[src/rtl/hbm_pcie_reset_sequencer.sv]
// ---------------------------------------------------------------------------
// hbm_pcie_reset_sequencer
//
// Purpose:
//   Sequences reset release for the HBM subsystem and the user kernel region
//   after PCIe PERST# deasserts. HBM reset is held for a fixed number of
//   cycles, then the sequencer waits for HBM calibration (with a timeout),
//   then holds the user region in reset for a fixed number of cycles before
//   entering RUN. A catastrophic-temperature indication from the HBM latches
//   a sticky trip output for the board and parks the sequencer in FAULT
//   until ap_rst_n.
//
// Ports:
//   ap_clk          in   free-running sequencer clock
//   ap_rst_n        in   asynchronous active-low reset
//   pcie_perstn     in   PCIe PERST#, active low, asynchronous to ap_clk
//   hbm_cal_done    in   HBM calibration complete, asynchronous
//   hbm_cattrip_in  in   HBM catastrophic-temperature indicator, asynchronous
//   hbm_rst_n       out  reset to the HBM controller/IP, active low
//   user_rst_n      out  reset to the user kernel region, active low
//   HBM_CATTRIP     out  sticky temperature trip to the board pin
//   seq_state       out  current FSM state encoding (debug)
//   cal_err         out  sticky calibration-timeout flag
//
// Parameters:
//   SYNC_STAGES      synchronizer depth for the asynchronous inputs (2..4)
//   HBM_RST_CYCLES   cycles hbm_rst_n is held low after PERST# release (>=1)
//   CAL_TIMEOUT      cycles to wait for calibration before flagging (>=2)
//   USER_RST_CYCLES  cycles user_rst_n is held low after calibration (>=1)
//   CNT_W            counter width, 2**CNT_W must exceed every cycle count
// ---------------------------------------------------------------------------
module hbm_pcie_reset_sequencer #(
  parameter int SYNC_STAGES     = 2,
  parameter int HBM_RST_CYCLES  = 64,
  parameter int CAL_TIMEOUT     = 1048576,
  parameter int USER_RST_CYCLES = 16,
  parameter int CNT_W           = 21
) (
  input  logic       ap_clk,
  input  logic       ap_rst_n,
  input  logic       pcie_perstn,
  input  logic       hbm_cal_done,
  input  logic       hbm_cattrip_in,
  output logic       hbm_rst_n,
  output logic       user_rst_n,
  output logic       HBM_CATTRIP,
  output logic [2:0] seq_state,
  output logic       cal_err
);

  typedef enum logic [2:0] {
    S_IDLE     = 3'd0,
    S_HBM_RST  = 3'd1,
    S_WAIT_CAL = 3'd2,
    S_USER_RST = 3'd3,
    S_RUN      = 3'd4,
    S_CAL_ERR  = 3'd5,
    S_FAULT    = 3'd6
  } state_t;

  // Terminal counts: each timed state lasts exactly N cycles because the
  // counter starts at 0 on entry and the exit fires when it reaches N-1.
  localparam logic [CNT_W-1:0] HBM_LAST  = CNT_W'(HBM_RST_CYCLES - 1);
  localparam logic [CNT_W-1:0] CAL_LAST  = CNT_W'(CAL_TIMEOUT - 1);
  localparam logic [CNT_W-1:0] USER_LAST = CNT_W'(USER_RST_CYCLES - 1);
  localparam logic [CNT_W-1:0] CNT_MAX   = '1;

  // -------------------------------------------------------------------------
  // Input synchronizers (all reset to 0)
  // -------------------------------------------------------------------------
  logic [SYNC_STAGES-1:0] r_perst_sync;
  logic [SYNC_STAGES-1:0] r_cal_sync;
  logic [SYNC_STAGES-1:0] r_trip_sync;

  always_ff @(posedge ap_clk or negedge ap_rst_n) begin
    if (!ap_rst_n) begin
      r_perst_sync <= '0;
      r_cal_sync   <= '0;
      r_trip_sync  <= '0;
    end else begin
      r_perst_sync <= {r_perst_sync[SYNC_STAGES-2:0], pcie_perstn};
      r_cal_sync   <= {r_cal_sync[SYNC_STAGES-2:0], hbm_cal_done};
      r_trip_sync  <= {r_trip_sync[SYNC_STAGES-2:0], hbm_cattrip_in};
    end
  end

  logic w_perst_s;
  logic w_cal_s;
  logic w_trip_s;

  assign w_perst_s = r_perst_sync[SYNC_STAGES-1];
  assign w_cal_s   = r_cal_sync[SYNC_STAGES-1];
  assign w_trip_s  = r_trip_sync[SYNC_STAGES-1];

  // -------------------------------------------------------------------------
  // Sequencer state, counter and registered outputs
  // -------------------------------------------------------------------------
  state_t           r_state;
  logic [CNT_W-1:0] r_cnt;
  logic             r_hbm_rst_n;
  logic             r_user_rst_n;
  logic             r_cattrip;
  logic             r_cal_err;

  state_t           w_state_nxt;
  logic [CNT_W-1:0] w_cnt_nxt;
  logic [CNT_W-1:0] w_cnt_inc;
  logic             w_hbm_rst_n_nxt;
  logic             w_user_rst_n_nxt;
  logic             w_cattrip_nxt;
  logic             w_cal_err_nxt;

  // Saturating increment: legal parameter sets never reach CNT_MAX, but the
  // counter must never wrap back into a terminal count.
  assign w_cnt_inc = (r_cnt == CNT_MAX) ? r_cnt : r_cnt + CNT_W'(1);

  always_comb begin
    w_state_nxt   = r_state;
    w_cnt_nxt     = w_cnt_inc;
    w_cattrip_nxt = r_cattrip;
    w_cal_err_nxt = r_cal_err;

    if (w_trip_s) begin
      // Thermal trip overrides everything, from every state.
      w_state_nxt   = S_FAULT;
      w_cattrip_nxt = 1'b1;
      w_cnt_nxt     = '0;
    end else if (r_state == S_FAULT) begin
      // FAULT is left only through ap_rst_n; PERST# is deliberately ignored.
      w_state_nxt = S_FAULT;
      w_cnt_nxt   = r_cnt;
    end else if (!w_perst_s && (r_state != S_IDLE)) begin
      w_state_nxt   = S_IDLE;
      w_cnt_nxt     = '0;
      w_cal_err_nxt = 1'b0;
    end else begin
      case (r_state)
        S_IDLE: begin
          w_cnt_nxt = '0;
          if (w_perst_s) begin
            w_state_nxt = S_HBM_RST;
          end
        end
        S_HBM_RST: begin
          if (r_cnt == HBM_LAST) begin
            w_state_nxt = S_WAIT_CAL;
            w_cnt_nxt   = '0;
          end
        end
        S_WAIT_CAL: begin
          // Calibration is tested first so it wins a tie with the timeout.
          if (w_cal_s) begin
            w_state_nxt = S_USER_RST;
            w_cnt_nxt   = '0;
          end else if (r_cnt == CAL_LAST) begin
            w_state_nxt   = S_CAL_ERR;
            w_cal_err_nxt = 1'b1;
            w_cnt_nxt     = '0;
          end
        end
        S_USER_RST: begin
          if (r_cnt == USER_LAST) begin
            w_state_nxt = S_RUN;
            w_cnt_nxt   = '0;
          end
        end
        S_RUN: begin
          w_cnt_nxt = '0;
          // Losing calibration pulls the user region back into reset while
          // the HBM stays out of reset and calibration is awaited again.
          if (!w_cal_s) begin
            w_state_nxt = S_WAIT_CAL;
          end
        end
        S_CAL_ERR: begin
          w_cnt_nxt = r_cnt;
        end
        default: begin
          w_state_nxt = S_IDLE;
          w_cnt_nxt   = '0;
        end
      endcase
    end

    // Reset outputs are decoded from the next state so they move on the
    // same edge as seq_state.
    w_hbm_rst_n_nxt  = (w_state_nxt == S_WAIT_CAL) ||
                       (w_state_nxt == S_USER_RST) ||
                       (w_state_nxt == S_RUN);
    w_user_rst_n_nxt = (w_state_nxt == S_RUN);
  end

  always_ff @(posedge ap_clk or negedge ap_rst_n) begin
    if (!ap_rst_n) begin
      r_state      <= S_IDLE;
      r_cnt        <= '0;
      r_hbm_rst_n  <= 1'b0;
      r_user_rst_n <= 1'b0;
      r_cattrip    <= 1'b0;
      r_cal_err    <= 1'b0;
    end else begin
      r_state      <= w_state_nxt;
      r_cnt        <= w_cnt_nxt;
      r_hbm_rst_n  <= w_hbm_rst_n_nxt;
      r_user_rst_n <= w_user_rst_n_nxt;
      r_cattrip    <= w_cattrip_nxt;
      r_cal_err    <= w_cal_err_nxt;
    end
  end

  assign hbm_rst_n   = r_hbm_rst_n;
  assign user_rst_n  = r_user_rst_n;
  assign HBM_CATTRIP = r_cattrip;
  assign seq_state   = r_state;
  assign cal_err     = r_cal_err;

endmodule

[config.mk]
export PLATFORM = sky130hd
export DESIGN_NAME = hbm_pcie_reset_sequencer
export DESIGN_NICKNAME = d
export VERILOG_FILES = /design/src/rtl/hbm_pcie_reset_sequencer.sv
export SDC_FILE = /design/constraint.sdc
export NUM_CORES = 1
export LEC_CHECK = 0
export ABC_CLOCK_PERIOD_IN_PS = 2050
export CAP_MARGIN = 10
export CORE_AREA = 2 2 71 73
export CTS_CLUSTER_SIZE = 25
export DETAILED_ROUTE_END_ITERATION = 7
export DIE_AREA = 0 0 73 75
export DONT_BUFFER_PORTS = 1
export SLEW_MARGIN = 40
export SYNTH_ARGS = -nofsm -noshare
export SYNTH_HDL_FRONTEND = slang
export SYNTH_SLANG_ARGS = --single-unit
[constraint.sdc]
create_clock -name ap_clk -period 2.05 [get_ports ap_clk]
set_input_delay 0.3075 -clock ap_clk [delete_from_list [all_inputs] [get_ports ap_clk]]
set_output_delay 0.3075 -clock ap_clk [all_outputs]
set_load 0.02 [all_outputs]
# After elaboration in Yosys (flattened, before gate mapping)
# Cells that the tools add are included.
[word_totals]
regBits = 34
inputBits = 5
out_inout_bits = 7
wordCells = 61
[classes]
add_sub_neg = 1
n_eq_ne = 16
mux = 23
bitwise_logic = 2
reduce_logical = 10
[ops]
columns = ["op", "n"]
rows = [
  ["$mux W21", 8],
  ["$pmux W21 S4", 1],
  ["$mux W3", 9],
  ["$add A21 B1 Y21 const B", 1],
  ["$eq A21 B20 Y1 const B", 1],
  ["$eq A21 B21 Y1 const B", 1],
  ["$eq A21 B4 Y1 const B", 1],
  ["$eq A21 B6 Y1 const B", 1],
  ["$pmux W3 S6", 1],
  ["$eq A3 B2 Y1 const B", 4],
  ["$eq A3 B3 Y1 const B", 4],
  ["$reduce_and A5 Y1", 1],
  ["$mux W1", 4],
  ["$reduce_bool A2 Y1", 2],
  ["$eq A3 B1 Y1 const B", 1],
  ["$logic_not A3 Y1", 1],
  ["$ne A3 B3 Y1 const B", 1],
  ["$reduce_bool A3 Y1", 1],
  ["$logic_or A1 B1 Y1", 2],
  ["$ne A2 B1 Y1 const B", 1],
  ["$ne A2 B2 Y1 const B", 1],
  ["$not A1 Y1", 2],
  ["$reduce_and A2 Y1", 1],
  ["$logic_and A1 B1 Y1", 1],
  ["$logic_not A1 Y1", 1],
]

# Depth between registers and ports, before layout
# Gate-level depths: netlist (run 1).
[logic_depth]
word_depth = 10
depth_mapped = 8
ltp_nobuf = 7

# Worst setup path before layout (run 1)
# Ideal clock, no wire load.
[synth_timing]
path_type = "register to register"
from = "reg r_cnt[0]"
to = "reg r_cnt[5]"
setup_time_ns = 0.069
t_arrival_ns = 2.044
required_ns = 1.981
slack_ns = -0.063
path_stages_with_launch = 8
n_path_buf = 0
period_less_slack_ns = 2.113
cell_sequence = "dfrtp_1 -> ha_1 -> and3_4 -> and3_1 -> a21o_2 -> a2111oi_4 -> or3b_1 -> nand3_1"
[synth_between]
elab_chain_cells = 8
word_cells_on_any_way = 14
classes_between = "1 x add/sub; 4 x eq/ne; 9 x mux"
[synth_lines]
columns = ["element", "line_no", "source"]
rows = [
  ["start, declared", "99", "logic [CNT_W-1:0] r_cnt;"],
  ["start signal, assigned", "203", "r_cnt <= w_cnt_nxt;"],
  ["$add A21 B1 Y21 / $eq A21 B21 Y1 (equally long branches)", "115", "assign w_cnt_inc = (r_cnt == CNT_MAX) ? r_cnt : r_cnt + CNT_W'(1);"],
  ["$mux W21", "115", ""],
  ["$mux W21", "155", "end else if (r_cnt == CAL_LAST) begin"],
  ["$mux W21", "152", "if (w_cal_s) begin"],
  ["$pmux W21 S4 (*)", "137", "case (r_state)"],
  ["$mux W21 (*)", "132", "end else if (!w_perst_s && (r_state != S_IDLE)) begin"],
  ["$mux W21 (*)", "128", "end else if (r_state == S_FAULT) begin"],
  ["$mux W21 (*)", "123", "if (w_trip_s) begin"],
]
# Every way passes the cells marked *; elsewhere a longest branch is shown, timed or not. The select of a mux whose other input is x is not followed.
# A chain may end at the register's enable or synchronous reset.

# Worst setup path in the final report (run 1)
[layout_timing]
from = "reg r_cnt[1]"
to = "reg r_cnt[5]"
# The elaborated chain is that of the path after synthesis.

==> impl_metrics.yaml, run 1 <==
critical_path:
  reg2reg_slack_ps: -160
  worstRegToRegCells: 8
  start_kind: "flop"
  cp.arrival_ps: 2430
  end_kind: "flop"
  slowest_delay_ps: 390
  path_cells: "ha_2 -> and3_4 -> and3_4 -> a21o_4 -> a2111oi_4 -> clkbuf_16 -> or3b_1 -> nand3_1"
  crit_fanout: 9
  cp_slowest_cell: "dfrtp_1"
  cp.required_ps: 2280
  cpMostUsedCell: "and3_4"
  path_class: "flop to flop"
power:
  p_int_mw: 1.267
  p_seq_frac: 0.413
  combPwrFrac: 0.138
  p_leak_nw: 1.209
  power.net_switching_mw: 0.4181
  vdd_ir_drop_max_mv: 0.4004
  sw_frac_of_total: 0.2481
  cellPowerDensity_mw_per_mm2: 599.3
  clkPwrFrac: 0.448
synth:
  yosysMostFrequentCell: "dfrtp_1"
  ys_top_cells_by_area: "dfrtp_1 41%, a21oi_1 5.4%, nand2_1 4.4%"
  yosys.area.top_type: "dfrtp_1"
  synth_cell_types: 51
  yosys_warnings: 0
  async_reset_ff_frac: 1.000
  synthFlopType: "dfrtp_1"
  netlist.area_leader.share: 0.4136
  synth_seq_cells: 34
  ys_seq_area_frac: 0.4136
  synth_edf_count: 0
  syn_nets: 238
  synth_area_mm2: 0.002057
  avgSynthCellArea_um2: 8.866
  synthCells: 232
  ys_top_cells_by_count: "34 x dfrtp_1, 24 x nand2_1, 22 x a21oi_1"
floorplanning:
  die_w_um: 73
  rows: 25
  dieArea_mm2: 0.005475
  dieHeight_um: 75
  coreArea_mm2: 0.004661
  design.portCount: 12
  start_util: 0.4413
clock_network:
  cts_max_level: 2
  cts_root_buf: "clkbuf_8"
  clk_pin_slew_ps: 80
  clk_path_buf_depth: 2
  tritoncts: "built"
  cts_made_buffers: 5
  cts_sinks: 34
  worstSkewPairLatency_ps: 290
final_layout:
  diodes: 0
  final_core_util: 0.6032
  synthToLayoutAreaGrowth_pct: 36.68
  drive_above_1_share: 0.3438
  fin_cells: 342
  layout.nets: 293
hold_path:
  hp-class: "primary input to flop"
  whs_path_depth: 0
placement:
  dp_hpwl_um: 3804
  port_buffers: 0
  dp.cells: 327
  gp_congestion: 0.8547
timing:
  max_freq_mhz: 453.1
  whs_ps: 37.24
  layout_min_cycle_time_ps: 2207
  fin_crit_sh: 1.077
  hold_violations: 0
  fin_ws_ps: -157.0
  slew_violations: 0
  finClkSkew_ps: 7.198
  max_slew.worst_pin.slew_ps: 350.9
  max_slew_margin: 0.7652
  rsz0062_at_grt: "true"
  setup_viol: 19
detailed_routing:
  route.detailed.drc: 0
  drt-initial-drc-count: 246
  avgViaCountPerCell: 5.909
  dr_total_vias: 2021
  drt_wl_total_um: 5644
  routedWlPerCell_um: 16.50
  first_pass_iters: 4
  antenna_left: 0
global_routing:
  grt.overflow.total: 0
  grtUsageTotal: 0.2279
  antenna_found_initial: 0
  grt_pass1_wl_um: 9439
  grt_max_degree: 35
  grt_pass1_vias: 1961
status:
  status: "finished with violations"
  violations: "negative setup slack"
flow_run:
  max-cap-violations: 0
-- layer usage --
metal  global-route usage  part of all wire  up-vias
li1                     -                 -      964
met1               0.3024              0.44      981
met2               0.3684              0.49       67
met3              0.04685             0.049        9
met4              0.08642             0.017        0
met5                    0                 0        -
-- worst max-delay path: cells and delay by family, from the launching register on --
| kind | cells | cell delay, ps |
|---|---|---|
| buf+inv | 1 | 230 |
| flops | 1 | 390 |
| simple gates | 4 | 750 |
| fa+ha+maj | 1 | 200 |
| compound gates | 2 | 570 |
-- flip-flops by register name, indices dropped and copies added, names as in the netlist --
name	cells
user_rst_n	1
r_perst_sync	2
r_cal_sync	2
HBM_CATTRIP	1
r_cnt	21
r_trip_sync	2
hbm_rst_n	1
seq_state	3
cal_err	1
-- power by group through the flow --
stage / clock [mW] / combinational, mW / sequential [mW]
final: 0.756 / 0.233 / 0.697
after global routing: 0.800 / 0.256 / 0.699
after CTS: 0.770 / 0.227 / 0.697
after detailed placement: 0 / 0.202 / 0.710
after global placement: 0 / 0.201 / 0.710
after floorplan: 0 / 0.134 / 0.711
-- cell families after synthesis --
family          Yosys count  share of synthesized area
buf+inv                  25                    0.05839
mux                       2                    0.01034
simple gates            105                     0.2853
flops                    34                     0.4136
compound gates           65                     0.2263
fa+ha+maj                 1                   0.006082
-- final cells by class --
| cell class | instances | area, um^2 |
|---|---|---|
| Clock buffer | 5 | 68.82 |
| Tap cell | 54 | 67.56 |
| Timing Repair Buffer | 63 | 536.8 |
| Sequential cell | 34 | 850.8 |
| Multi-Input combinational cell | 173 | 1181 |
| Inverter | 10 | 37.54 |
| Fill cell | 377 | 1849 |
| Clock inverter | 3 | 68.82 |
-- what timing repair did --
action | CTS | global route
hold buffers | 2 | 0
cloned | 2 | 0
pin swaps | 4 | 6
buffers inserted | 4 | 1
gates resized for setup | 4 | 16
hold endpoints to repair | 34 | 0
setup endpoints to repair | 18 | 23
-- placed cells by master, fill, tap and decap left out, types with 3 or more instances in the layout --
master | synthesis | layout
a21o_1 | 3 | 3
clkbuf_8 | 0 | 5
o22ai_1 | 5 | 4
nand2b_1 | 4 | 4
nand2_1 | 24 | 24
a21oi_1 | 22 | 19
o21ai_1 | 3 | 4
dfrtp_1 | 34 | 34
nor2b_1 | 3 | 3
buf_4 | 2 | 57
nand4_1 | 9 | 9
nor2_1 | 15 | 15
inv_1 | 10 | 10
nor4_1 | 4 | 4
and4_1 | 5 | 4
and2_1 | 3 | 3
nand3_1 | 17 | 17
and3_1 | 4 | 3
nor3_1 | 4 | 4
a21oi_2 | 1 | 4
-- metrics by stage --
stage | TNS, ps | setup WS, ps | instance area, um^2 | total power, mW
2_1_floorplan | -704.5 | -60.36 | 2071 | 0.8452
3_3_place_gp | -731.5 | -120.8 | 2489 | 0.9106
3_5_place_dp | -1201 | -156.0 | 2489 | 0.9119
4_1_cts | -1441 | -146.6 | 2739 | 1.693
5_1_grt | -3154 | -245.3 | 2811 | 1.754
6_report | -1534 | -157.0 | 2811 | 1.685
-- worst paths after layout --
path                                     startpoint                       end
max                            r_cnt[1]$_DFFE_PN0P_      r_cnt[5]$_DFFE_PN0P_
min                                  hbm_cattrip_in  r_trip_sync[0]$_DFF_PN0_
max reg2reg                    r_cnt[1]$_DFFE_PN0P_      r_cnt[5]$_DFFE_PN0P_
min reg2reg                r_trip_sync[0]$_DFF_PN0_  r_trip_sync[1]$_DFF_PN0_
max in group asynchronous                  ap_rst_n      r_cnt[0]$_DFFE_PN0P_
min in group asynchronous                  ap_rst_n      r_cnt[7]$_DFFE_PN0P_
No activity file was read; power rests on OpenSTA's default activity.
==> run 2, diff against run 1 <==
--- a/config.mk
+++ b/config.mk
@@ -7,10 +7,10 @@
 export LEC_CHECK = 0
 export ABC_CLOCK_PERIOD_IN_PS = 2050
 export CAP_MARGIN = 10
-export CORE_AREA = 2 2 71 73
-export CTS_CLUSTER_SIZE = 25
+export CORE_AREA = 2 2 96 98
+export CTS_CLUSTER_SIZE = 40
 export DETAILED_ROUTE_END_ITERATION = 7
-export DIE_AREA = 0 0 73 75
+export DIE_AREA = 0 0 98 100
 export DONT_BUFFER_PORTS = 1
 export SLEW_MARGIN = 40
 export SYNTH_ARGS = -nofsm -noshare
==> impl_metrics.yaml, run 2 (synthesized netlist as in run 1, its figures left out) <==
power:
  cellPowerDensity_mw_per_mm2: 596.4
  finalPower_mw: 1.703
  p_leak_nw: 1.206
  vdd_ir_drop_max_mv: 0.3833
  sw_frac_of_total: 0.2501
  p_int_mw: 1.277
  power.net_switching_mw: 0.4259
  clkPwrFrac: 0.448
  p_seq_frac: 0.409
  combPwrFrac: 0.143
detailed_routing:
  wl_met2_um: 2785
  route.detailed.drc: 0
  antenna_left: 0
  wl_met3_um: 213
  wl_met1_um: 2454
  dr_total_vias: 1959
  routedWlPerCell_um: 13.79
  dr.max_layer_used: "met4"
  drt_wl_total_um: 5517
  first_pass_iters: 4
  avgViaCountPerCell: 4.898
  drt-initial-drc-count: 122
placement:
  dp_slack_ps: -129.3
  dp_hpwl_um: 3986
  gp_congestion: 0.8734
  port_buffers: 0
  placed_cell_area_mm2: 0.002552
final_layout:
  drive_above_1_share: 0.3495
  diodes: 0
  layout.nets: 294
  largest_register_ffs: 21
  synthToLayoutAreaGrowth_pct: 38.81
  design_area_mm2: 0.002855
  final_common_cell: "buf_4"
  mostFrequentLayoutCells: "57 x buf_4, 34 x dfrtp_1, 24 x nand2_1, 17 x nand3_1, 16 x a21oi_1"
  top_register: "r_cnt"
timing:
  rsz0062_at_grt: "true"
  slew_violations: 0
  finClkSkew_ps: 7.633
  max_slew.worst_pin.slew_ps: 343.6
  max_freq_mhz: 459.8
  max_slew_margin: 0.7691
  whs_ps: 32.20
  layout_min_cycle_time_ps: 2175
  fin_crit_sh: 1.061
  fin_ws_ps: -124.9
  hold_violations: 0
  setup_viol: 11
critical_path:
  path_cells: "or4_4 -> a211oi_4 -> a21o_4 -> a2111oi_4 -> buf_4 -> a41o_1 -> mux2_2"
  worstRegToRegCells: 7
  path_class: "flop to flop"
  cp.arrival_ps: 2350
  r2r-start: "r_cnt[7]$_DFFE_PN0P_"
  crit_fanout: 5
  cp.required_ps: 2230
  end_kind: "flop"
  slowest_delay_ps: 560
  regToRegEndpoint: "r_cnt[0]$_DFFE_PN0P_"
  start_kind: "flop"
  cp_slowest_cell: "or4_4"
  reg2reg_slack_ps: -120
floorplanning:
  rows: 35
  dieArea_mm2: 0.009800
  coreArea_mm2: 0.008890
  start_util: 0.2314
  design.portCount: 12
  die_w_um: 98
  dieHeight_um: 100
clock_network:
  cts_max_level: 2
  cts_root_buf: "clkbuf_8"
  clk_pin_slew_ps: 80
  clk_path_buf_depth: 2
  tritoncts: "built"
  worstSkewPairLatency_ps: 290
  cts_made_buffers: 5
  cts_sinks: 34
hold_path:
  worstHoldEndpoint: "r_perst_sync[0]$_DFF_PN0_"
  worst_hold_startpoint: "pcie_perstn"
  hp-class: "primary input to flop"
  whs_path_depth: 0
global_routing:
  antenna_found_initial: 0
  grt.overflow.total: 0
  grt_pass1_vias: 1898
  grt_pass1_wl_um: 9273
  grtUsageTotal: 0.1166
  grt_max_degree: 35
flow_run:
  max-cap-violations: 0
status:
  violations: "negative setup slack"
  status: "finished with violations"
run 2: changes by cell type in the layout (fill, tap and decap cells not counted), moves of 2 or more:
cell     previous run  this run
a21oi_1            19        16
a21oi_2             4         7
a31oi_1             2         4
a31oi_4             2         0
buf_6               1         4
o31ai_1             2         4
run 2: worst max path at each step:
stage,startpoint,end,slack (ps),cells past startpoint
floorplan,r_cnt[1]$_DFFE_PN0P_,r_cnt[13]$_DFFE_PN0P_,-60,8
global placement,r_cnt[1]$_DFFE_PN0P_,r_cnt[5]$_DFFE_PN0P_,-100,8
detailed placement,r_cnt[7]$_DFFE_PN0P_,r_cnt[0]$_DFFE_PN0P_,-130,7
CTS,r_cnt[8]$_DFFE_PN0P_,r_cnt[0]$_DFFE_PN0P_,-130,7
global route,r_cnt[7]$_DFFE_PN0P_,r_cnt[0]$_DFFE_PN0P_,-180,7
finish,r_cnt[7]$_DFFE_PN0P_,r_cnt[0]$_DFFE_PN0P_,-120,7
run 2: layout make-up:
class                           count  area [um^2]
Fill cell                         892         6035
Timing Repair Buffer               64        523.0
Clock inverter                      3        68.82
Inverter                           10        37.54
Clock buffer                        5        68.82
Sequential cell                    34        850.8
Multi-Input combinational cell    173         1167
Tap cell                          111        138.9
run 2: critical path, delay by kind of cell, from the launching register on:
| kind | cells | cell delay, ps |
|---|---|---|
| and+or+nand+nor | 1 | 560 |
| buffers and inverters | 1 | 170 |
| DFF | 1 | 380 |
| AOI/OAI and AO/OA | 4 | 700 |
| muxes | 1 | 260 |
run 2: repair_timing:
item,in CTS,in global routing
buffers inserted,4,3
hold buffers,2,0
cloned,1,0
endpoints found under the setup margin,18,23
resized for setup,5,17
pin swaps,4,7
hold endpoints to repair,34,0
run 2: power by group through the flow:
stage | clock network, mW | logic [mW] | registers, mW
2_1_floorplan | 0 | 0.134 | 0.711
3_3_place_gp | 0 | 0.209 | 0.710
3_5_place_dp | 0 | 0.210 | 0.710
4_1_cts | 0.770 | 0.235 | 0.697
5_1_grt | 0.796 | 0.270 | 0.699
6_report | 0.763 | 0.244 | 0.696
run 2: routing by layer:
metal,vias up,GRT usage
met3,7,0.01671
met5,-,0
li1,966,-
met1,941,0.1548
met4,0,0.03739
met2,45,0.1970
run 2: per-stage QoR:
stage | instances | setup TNS, ps | util
floorplan | 232 | -704.5 | -
global placement | 383 | -561.6 | 0.2871
detailed placement | 383 | -1135 | 0.2871
CTS | 398 | -1298 | 0.3119
global route | 400 | -2448 | 0.3212
finish | 400 | -610.1 | 0.3212
==> run 3, diff against run 2 <==
--- a/config.mk
+++ b/config.mk
@@ -12,6 +12,7 @@
 export DETAILED_ROUTE_END_ITERATION = 7
 export DIE_AREA = 0 0 98 100
 export DONT_BUFFER_PORTS = 1
+export PLACE_DENSITY = 0.37
 export SLEW_MARGIN = 40
 export SYNTH_ARGS = -nofsm -noshare
 export SYNTH_HDL_FRONTEND = slang
==> impl_metrics.yaml, run 3 (synthesized netlist as in run 1, its figures left out) <==
floorplanning:
  coreArea_mm2: 0.008890
  design.portCount: 12
  start_util: 0.2314
  dieHeight_um: 100
  die_w_um: 98
  dieArea_mm2: 0.009800
  rows: 35
hold_path:
  worst_hold_startpoint: "hbm_cattrip_in"
  worstHoldEndpoint: "r_trip_sync[0]$_DFF_PN0_"
  whs_path_depth: 0
  hp-class: "primary input to flop"
detailed_routing:
  avgViaCountPerCell: 4.878
  dr_total_vias: 1917
  antenna_left: 0
  first_pass_iters: 4
  routedWlPerCell_um: 15.78
  drt-initial-drc-count: 89
  route.detailed.drc: 0
  drt_wl_total_um: 6202
clock_network:
  worstSkewPairLatency_ps: 300
  cts_root_buf: "clkbuf_8"
  clk_path_buf_depth: 2
  cts_sinks: 34
  tritoncts: "built"
  cts_max_level: 2
  clk_pin_slew_ps: 80
  cts_made_buffers: 5
critical_path:
  crit_fanout: 7
  end_kind: "flop"
  reg2reg_slack_ps: -180
  cp.required_ps: 2230
  r2r-start: "r_cnt[7]$_DFFE_PN0P_"
  path_class: "flop to flop"
  worstRegToRegCells: 7
  regToRegEndpoint: "r_cnt[0]$_DFFE_PN0P_"
  cp.arrival_ps: 2410
  start_kind: "flop"
global_routing:
  grt.overflow.total: 0
  grt_pass1_wl_um: 9811
  grt_max_degree: 35
  antenna_found_initial: 0
  grt_pass1_vias: 1886
  grtUsageTotal: 0.1267
final_layout:
  mostFrequentLayoutCells: "49 x buf_4, 34 x dfrtp_1, 23 x nand2_1, 16 x nand3_1, 16 x a21oi_1"
  largest_register_ffs: 21
  diodes: 0
  synthToLayoutAreaGrowth_pct: 38.26
  final_common_cell: "buf_4"
  top_register: "r_cnt"
  drive_above_1_share: 0.3440
  layout.nets: 287
placement:
  gp_congestion: 0.7845
  port_buffers: 0
  dp_hpwl_um: 4379
  dp_slack_ps: -194.7
timing:
  max_slew.worst_pin.slew_ps: 387.5
  hold_violations: 0
  finClkSkew_ps: 7.757
  layout_min_cycle_time_ps: 2230
  setup_viol: 19
  fin_ws_ps: -180.5
  slew_violations: 0
  rsz0062_at_grt: "true"
  max_slew_margin: 0.7407
  max_freq_mhz: 448.3
  setup_tns_ps: -1900
  fin_crit_sh: 1.088
power:
  power.net_switching_mw: 0.4410
  p_int_mw: 1.151
  vdd_ir_drop_max_mv: 0.1991
  combPwrFrac: 0.156
  p_leak_nw: 1.168
  clkPwrFrac: 0.407
  p_seq_frac: 0.438
  cellPowerDensity_mw_per_mm2: 559.8
  sw_frac_of_total: 0.2770
status:
  violations: "negative setup slack"
  status: "finished with violations"
flow_run:
  max-cap-violations: 0
## run 3: worst max-delay path, cell delays in order (launching register included)
cell	delay [ps]
dfrtp_1	380
or4_4	570
a211oi_4	250
a21o_4	160
a2111oi_4	70
clkbuf_16	180
a41o_1	240
mux2_4	260
## run 3: power by group through the flow
stage | Clock (mW) | Combinational [mW] | Sequential (mW)
3_3_place_gp | 0 | 0.217 | 0.710
3_5_place_dp | 0 | 0.216 | 0.711
4_1_cts | 0.672 | 0.238 | 0.697
6_report | 0.647 | 0.248 | 0.697
2_1_floorplan | 0 | 0.134 | 0.711
5_1_grt | 0.696 | 0.270 | 0.699
## run 3: metal layers
layer / share of wire / global-route usage / routed length [um]
met4: 0.013 / 0.03526 / 82
met2: 0.49 / 0.2102 / 3047
met3: 0.023 / 0.01880 / 141
met1: 0.47 / 0.1729 / 2930
met5: 0 / 0 / 0
## run 3: timing repair
| action | CTS | global route |
|---|---|---|
| cloned | 0 | 1 |
| setup endpoints to repair | 22 | 23 |
| resized for setup | 4 | 19 |
| hold buffers | 2 | 0 |
| pin swaps | 5 | 12 |
| setup buffers | 2 | 1 |
| endpoints found under the hold margin | 34 | 0 |
## run 3: worst max path at each step
stage                     depth (start not counted)                    end            startpoint  slack [ps]
after floorplan                                   8  r_cnt[13]$_DFFE_PN0P_  r_cnt[1]$_DFFE_PN0P_         -60
after global placement                            9  r_cnt[10]$_DFFE_PN0P_  r_cnt[1]$_DFFE_PN0P_        -150
after detailed placement                          9  r_cnt[12]$_DFFE_PN0P_  r_cnt[1]$_DFFE_PN0P_        -190
after CTS                                         7   r_cnt[0]$_DFFE_PN0P_  r_cnt[7]$_DFFE_PN0P_        -140
after global routing                              9  r_cnt[10]$_DFFE_PN0P_  r_cnt[0]$_DFFE_PN0P_        -270
final                                             7   r_cnt[0]$_DFFE_PN0P_  r_cnt[7]$_DFFE_PN0P_        -180
## run 3: cell type report
cell class	count	area (um^2)
Inverter	10	37.54
Timing Repair Buffer	57	519.2
Tap cell	111	138.9
Multi-Input combinational cell	173	1184
Clock inverter	3	45.04
Clock buffer	5	68.82
Sequential cell	34	850.8
Fill cell	943	6046
## run 3: metrics by stage
stage	hold WS, ps	power [mW]	area (um^2)	utilization	std cells
floorplan	11.91	0.8452	2071	-	232
global placement	13.46	0.9272	2560	0.2880	379
detailed placement	13.23	0.9264	2560	0.2880	379
CTS	22.98	1.608	2736	0.3078	391
global route	15.70	1.664	2844	0.3199	393
finish	31.02	1.592	2844	0.3199	393
